$ cat config.mk
export PLATFORM = sky130hd
export DESIGN_NAME = mem_port_scheduler
export DESIGN_NICKNAME = d
export VERILOG_FILES = /design/src/rtl/mem_port_scheduler.sv
export SDC_FILE = /design/constraint.sdc
export NUM_CORES = 1
export LEC_CHECK = 0
export CAP_MARGIN = 20
export CORE_MARGIN = 10
export CORE_UTILIZATION = 30
export CTS_CLUSTER_DIAMETER = 200
export CTS_CLUSTER_SIZE = 25
export DETAILED_ROUTE_END_ITERATION = 8
export PLACE_DENSITY = 0.86
export SLEW_MARGIN = 20
export SYNTH_ARGS = -nofsm -noshare
export SYNTH_HDL_FRONTEND = slang
export SYNTH_SLANG_ARGS = --single-unit
$ cat constraint.sdc
create_clock -name clk -period 5.38 [get_ports clk]
set_input_delay 0.807 -clock clk [delete_from_list [all_inputs] [get_ports clk]]
set_output_delay 0.807 -clock clk [all_outputs]
set_load 0.05 [all_outputs]
$ cat src/rtl/mem_port_scheduler.sv
// Registered, starvation-safe owner of the single memory4c port (I-fill, D-fill, write-through).
// Grants land one cycle after the IDLE decision; losers hold req until IDLE, no preemption.
module mem_port_scheduler #(
  parameter int BURST_LEN    = 8,
  parameter int STARVE_LIMIT = 2,
  parameter int AW           = 16
) (
  input  logic          clk,
  input  logic          rst,
  input  logic          i_req,
  input  logic [AW-1:0] i_addr,
  input  logic          d_req,
  input  logic [AW-1:0] d_addr,
  input  logic          wr_req,
  input  logic [AW-1:0] wr_addr,
  input  logic [AW-1:0] wr_data,
  input  logic          mem_data_valid,
  output logic          grant_i,
  output logic          grant_d,
  output logic          wr_ack,
  output logic          mem_enable,
  output logic          mem_wr,
  output logic [AW-1:0] mem_addr,
  output logic [AW-1:0] mem_wdata,
  output logic          i_data_valid,
  output logic          d_data_valid,
  output logic          protocol_err
);

  localparam int SW = (STARVE_LIMIT < 1) ? 1 : $clog2(STARVE_LIMIT + 1);
  localparam logic [SW-1:0] STARVE_MAX = SW'(STARVE_LIMIT);
  localparam logic [3:0]    BURST_CNT  = 4'(BURST_LEN);

  typedef enum logic [1:0] {
    IDLE,
    GNT_I,
    GNT_D,
    WRITE
  } state_t;

  state_t        state, state_nxt;
  logic [SW-1:0] starve_cnt, starve_nxt, starve_inc;
  logic [3:0]    beat_cnt, beat_nxt, beat_sum;
  logic          err_nxt;
  logic          own_req;

  always_ff @(posedge clk or posedge rst) begin
    if (rst) begin
      state        <= IDLE;
      starve_cnt   <= '0;
      beat_cnt     <= '0;
      protocol_err <= 1'b0;
    end else begin
      state        <= state_nxt;
      starve_cnt   <= starve_nxt;
      beat_cnt     <= beat_nxt;
      protocol_err <= err_nxt;
    end
  end

  // beat_sum includes a beat arriving in the release cycle, so the burst check sees it too.
  always_comb begin
    own_req    = (state == GNT_I) ? i_req : d_req;
    beat_sum   = (mem_data_valid && beat_cnt != 4'hF) ? beat_cnt + 4'd1 : beat_cnt;
    starve_inc = !i_req ? '0 :
                 (starve_cnt == STARVE_MAX) ? starve_cnt : starve_cnt + 1'b1;
  end

  always_comb begin
    state_nxt  = state;
    starve_nxt = starve_cnt;
    beat_nxt   = beat_cnt;
    err_nxt    = protocol_err;
    case (state)
      IDLE: begin
        beat_nxt = '0;
        if (i_req && starve_cnt == STARVE_MAX) begin
          state_nxt  = GNT_I;
          starve_nxt = '0;
        end else if (wr_req) begin
          state_nxt  = WRITE;
          starve_nxt = starve_inc;
        end else if (d_req) begin
          state_nxt  = GNT_D;
          starve_nxt = starve_inc;
        end else if (i_req) begin
          state_nxt  = GNT_I;
          starve_nxt = '0;
        end else begin
          starve_nxt = '0;
        end
      end
      GNT_I, GNT_D: begin
        beat_nxt = beat_sum;
        if (!own_req) begin
          state_nxt = IDLE;
          if (beat_sum != BURST_CNT) err_nxt = 1'b1;
        end
      end
      WRITE: state_nxt = IDLE;
    endcase
  end

  // Port mux decodes straight from the state flop so an async reset drops it immediately.
  always_comb begin
    grant_i    = 1'b0;
    grant_d    = 1'b0;
    wr_ack     = 1'b0;
    mem_enable = 1'b0;
    mem_wr     = 1'b0;
    mem_addr   = '0;
    mem_wdata  = '0;
    case (state)
      IDLE: ;
      GNT_I: begin
        grant_i    = 1'b1;
        mem_enable = 1'b1;
        mem_addr   = i_addr;
      end
      GNT_D: begin
        grant_d    = 1'b1;
        mem_enable = 1'b1;
        mem_addr   = d_addr;
      end
      WRITE: begin
        wr_ack     = 1'b1;
        mem_enable = 1'b1;
        mem_wr     = 1'b1;
        mem_addr   = wr_addr;
        mem_wdata  = wr_data;
      end
    endcase
    i_data_valid = mem_data_valid && grant_i;
    d_data_valid = mem_data_valid && grant_d;
  end

endmodule
# ---- Yosys cells after proc, flatten, opt, wreduce, memory -nomap -nowiden
# Cells that the tools add are included.
dict set report classes {
  muxes 20
  n_reduce_logical 10
  n_eq_ne 8
  n_addsub 2
  bitwise 1
}
# cell n
set op_table {}
lappend op_table {{$pmux 16 s3} 1}
lappend op_table {{$mux 2} 10}
lappend op_table {{$mux 16} 1}
lappend op_table {{$ne 4x4->1 const B} 2}
lappend op_table {{$pmux 4 s2} 1}
lappend op_table {{$eq 2x2->1 const B} 3}
lappend op_table {{$pmux 2 s3} 1}
lappend op_table {{$mux 1} 5}
lappend op_table {{$ne 5x5->1 const B} 1}
lappend op_table {{$add 4x1->4 const B} 1}
lappend op_table {{$logic_and 1x1->1} 4}
lappend op_table {{$mux 4} 1}
lappend op_table {{$reduce_and 3->1} 1}
lappend op_table {{$reduce_or 3->1} 1}
lappend op_table {{$add 2x1->2 const B} 1}
lappend op_table {{$eq 2x1->1 const B} 1}
lappend op_table {{$logic_not 2->1} 1}
lappend op_table {{$ne 2x2->1 const B} 1}
lappend op_table {{$reduce_and 2->1} 1}
lappend op_table {{$reduce_bool 2->1} 1}
lappend op_table {{$reduce_or 2->1} 1}
lappend op_table {{$not 1->1} 1}
dict set report word_totals {
  regBits 9
  output_inout_bits 40
}

# ---- Logic depth before layout (Yosys ltp)
dict set report logic_depth {
  word_depth 6
  ltp_mapped 6
}

# ---- Worst setup path before layout
# No wires, ideal clock.
dict set report synth_path {
  kind {register to output}
  startpoint {reg state[1]}
  endpoint {out mem_addr[11]}
  stages_incl_launch_ff 7
  slack_ns 2.276
  arrival_time_ns 2.297
  required_time_ns 4.573
  cell_sequence {dfrtp_1 inv_1 ha_1 buf_2 buf_1 a222oi_1 nor2_1}
}
dict set report synth_between {
  elab_chain_len 2
}
# item line
set synth_lines {}
lappend synth_lines {{start: declaration} 41} ;# state_t state, state_nxt;
lappend synth_lines {{start signal: assignment} 54} ;# state <= state_nxt;
lappend synth_lines {{$eq 2x2->1 / $eq 2x1->1 (equally long branches)} 113} ;# case (state)
lappend synth_lines {{$pmux 16 s3 (*)} 113}
lappend synth_lines {{end: declaration} 23} ;# output logic [AW-1:0] mem_addr,
# Every way passes the cells marked *; elsewhere a longest branch is shown, timed or not.

# ---- Final worst setup path
dict set report layout_path {
  startpoint {reg state[1]}
  endpoint {out mem_addr[3]}
}
# The elaborated chain is that of the path after synthesis.

==> impl_metrics.toml <==
[worst_setup_path]
reg2reg_slack_ns = 3.08
critPathSlowestCell = "clkdlybuf4s50_1"
crit_required_ns = 4.57
r2r-end = "state[0]"
start_kind = "flip-flop"
ff2ff_path_depth = 5
endpoint = "mem_addr[3]"
crit_chain = "inv_1, ha_1, a222oi_1, nor2_1, clkdlybuf4s50_1"
end_kind = "output pin"
worstSetupPathType = "flip-flop to output pin"
reg2reg_from = "state[1]"
startpoint = "state[1]"
path_max_fanout = 19
cp.arrival_ns = 2.68
slowest_delay_ns = 0.83

[yosys]
yosysUniqueCellTypes = 32
synth_nets = 205
synth-simple-area-share_pct = 27.1
yosysSeqAreaShare_pct = 22.4
synthAdderAreaFrac_pct = 9.96
syn_avg_cell_area_sq_um = 7.91
synth_area_leaders = "dfrtp_1, a222oi_1, and2_1"
syn_inst = 127
ys_warn_count = 0
synth.largest_area_cell = "dfrtp_1"
syn_area_sq_um = 1000
ys_ff_latch = 9
synth_top_family_by_area = "compound AO/OA/AOI/OAI gates"
synth-xor-area-share_pct = 0
muxShareOfSynthArea_pct = 2.49
synth-compound-area-share_pct = 28.8
synth_top_area_share_pct = 22.4

[detailed_routing]
routed_wl_um = 5180
drc = 0
ant_nets = 0
wire_per_inst_um = 19.0
dr.pass1.iters = 4
vias = 1416
drt_first_iter_violations = 126
vias_per_cell = 5.19

[power_and_ir_drop]
combPwrFrac_pct = 85.2
pwr-share-seq_pct = 10.0
leakagePower_nw = 0.833
clkPwrFrac_pct = 4.7
switching_share_pct = 58.4
switchingPower_mw = 0.625
ir_drop_mv = 0.270
intPower_mw = 0.444
powerDensity_nw_per_um2 = 501
power_mw = 1.07

[clock_network]
cts_root_buffer = "clkbuf_4"
ctsHoldBuffers = 0
clkSlewWorstSetupHoldPaths_ns = 0.06
cts-resized-gates = 0
h-tree-depth = 1
cts_tree = "yes"
numCtsBuffers = 3
clock_path_buffers = 2
post_cts_buffers = 0
clock_latency_ns = 0.26
cts_num_sinks = 9

[floorplanning]
num_rows = 20
die_y_um = 77.9
start_util_pct = 32.1
core_sq_um = 3130
die_w_um = 77.9
boundaryPins = 110
dieArea_sq_um = 6060

[placement]
dp_hpwl_um = 4370
routabilityCongestion = 0.819
place_inst = 269
io_buffers = 109

[min_path]
hold_class = "flip-flop to flip-flop"

[run_status]
outcome = "finished, final reports clean"

[global_routing]
grt.total_usage_pct = 16.0
gr-total-overflow = 0
antenna_found_initial = 0
grt_max_degree = 24
grt_pass1_vias = 1358
grt_pass1_wl_um = 7980

[sta]
setup_tns_ns = 0
max_freq_mhz = 287
hold_ws_ns = 0.498
period_share_pct = 64.9
finalMaxSlewViolations = 0
rsz0062_at_grt = "no"
fin_crit_ns = 3.49
setup_viol = 0
slew_headroom_pct = 47.1
hold_viol = 0
fin_skew_ns = 0.00607
worst_pin_slew_ns = 0.793

[cells_and_area]
syn2layout_area_growth_pct = 112
layout_commonest_cell = "clkdlybuf4s50_1"
final_util_pct = 68.2
final_cells = 273
mostFrequentLayoutCells = "clkdlybuf4s50_1, and2_1, nor2_1"
n_fill_cell = 246
antenna_cells = 0
nNetsFinal = 308
layout-drive-gt1-share_pct = 3.06

[job]
drv_cap = 0
==> per-layer routing <==
| metal | up-vias | track usage (%) | routed length, um |
|---|---|---|---|
| met4 | 0 | 1.09 | 0 |
| met3 | 0 | 4.61 | 503 |
| li1 | 681 | - | - |
| met5 | - | 0 | 0 |
| met2 | 68 | 29.0 | 2630 |
| met1 | 667 | 18.8 | 2040 |
==> power groups by stage <==
stage	Combinational, mW	Clock [mW]	Sequential (mW)
global placement	0.904	0	0.106
CTS	0.916	0.0535	0.107
global route	0.975	0.0553	0.110
finish	0.911	0.0504	0.107
floorplan	0.627	0	0.102
detailed placement	0.913	0	0.108
==> synth_stat cells (all sizes together) <==
master / n
nand4b: 2
a41oi: 1
o31a: 1
a21oi: 2
o22ai: 2
buf: 4
nor2: 19
o32a: 1
nand3b: 1
o21ai: 3
nand2: 4
or4b: 1
nand3: 1
mux2i: 1
o21a: 1
a32o: 2
dfrtp: 9
nand4: 1
or3b: 1
mux2: 1
clkbuf: 8
o2111ai: 1
ha: 8
a222oi: 16
o211ai: 1
nor2b: 1
inv: 11
and2: 19
or2: 1
a31oi: 3
==> cells by family (layout without fill, tap and decap cells) <==
group / Yosys count / count (layout)
buffers and inverters: 23 / 125
and+or+nand+nor: 51 / 51
muxes: 2 / 2
AOI/OAI and AO/OA: 34 / 34
adders and majority gates: 8 / 8
DFF: 9 / 9
==> worst min path at each step <==
stage,from,to,slack [ns],cells past startpoint
detailed placement,protocol_err,protocol_err,0.48,2
finish,protocol_err,protocol_err,0.50,2
floorplan,beat_cnt[1],beat_cnt[1],0.53,1
global placement,protocol_err,protocol_err,0.49,2
global route,protocol_err,protocol_err,0.52,2
CTS,protocol_err,protocol_err,0.50,2
==> worst max-delay path, delay by kind of cell, from the launching register on <==
kind	cells	cell delay [ns]
compound gates	1	0.20
fa+ha+maj	1	0.69
buf+inv	2	0.96
flops	1	0.40
simple gates	1	0.17
==> per-stage QoR <==
| stage | worst slack, ns | instance area (sq um) |
|---|---|---|
| 6_report | 1.89 | 2130 |
| 5_1_grt | 1.72 | 2130 |
| 4_1_cts | 1.88 | 2130 |
| 3_5_place_dp | 2.15 | 2110 |
| 3_3_place_gp | 2.15 | 2110 |
| 2_1_floorplan | 2.28 | 1000 |
==> state kept, by name (all words and copies together), names as in the netlist <==
signal and cells:
beat_cnt 4, starve_cnt 2, state 2, protocol_err 1
==> final cells by class <==
cell class	instances	area [sq um]	area share [%]
flip-flops and latches	9	225	10.6
well taps	44	55.1	2.58
inverters	11	41.3	1.94
clock buffers	4	26.3	1.23
repair buffers	110	1100	51.5
multi-input cells	95	687	32.2
No activity file was read; power rests on OpenSTA's default activity.
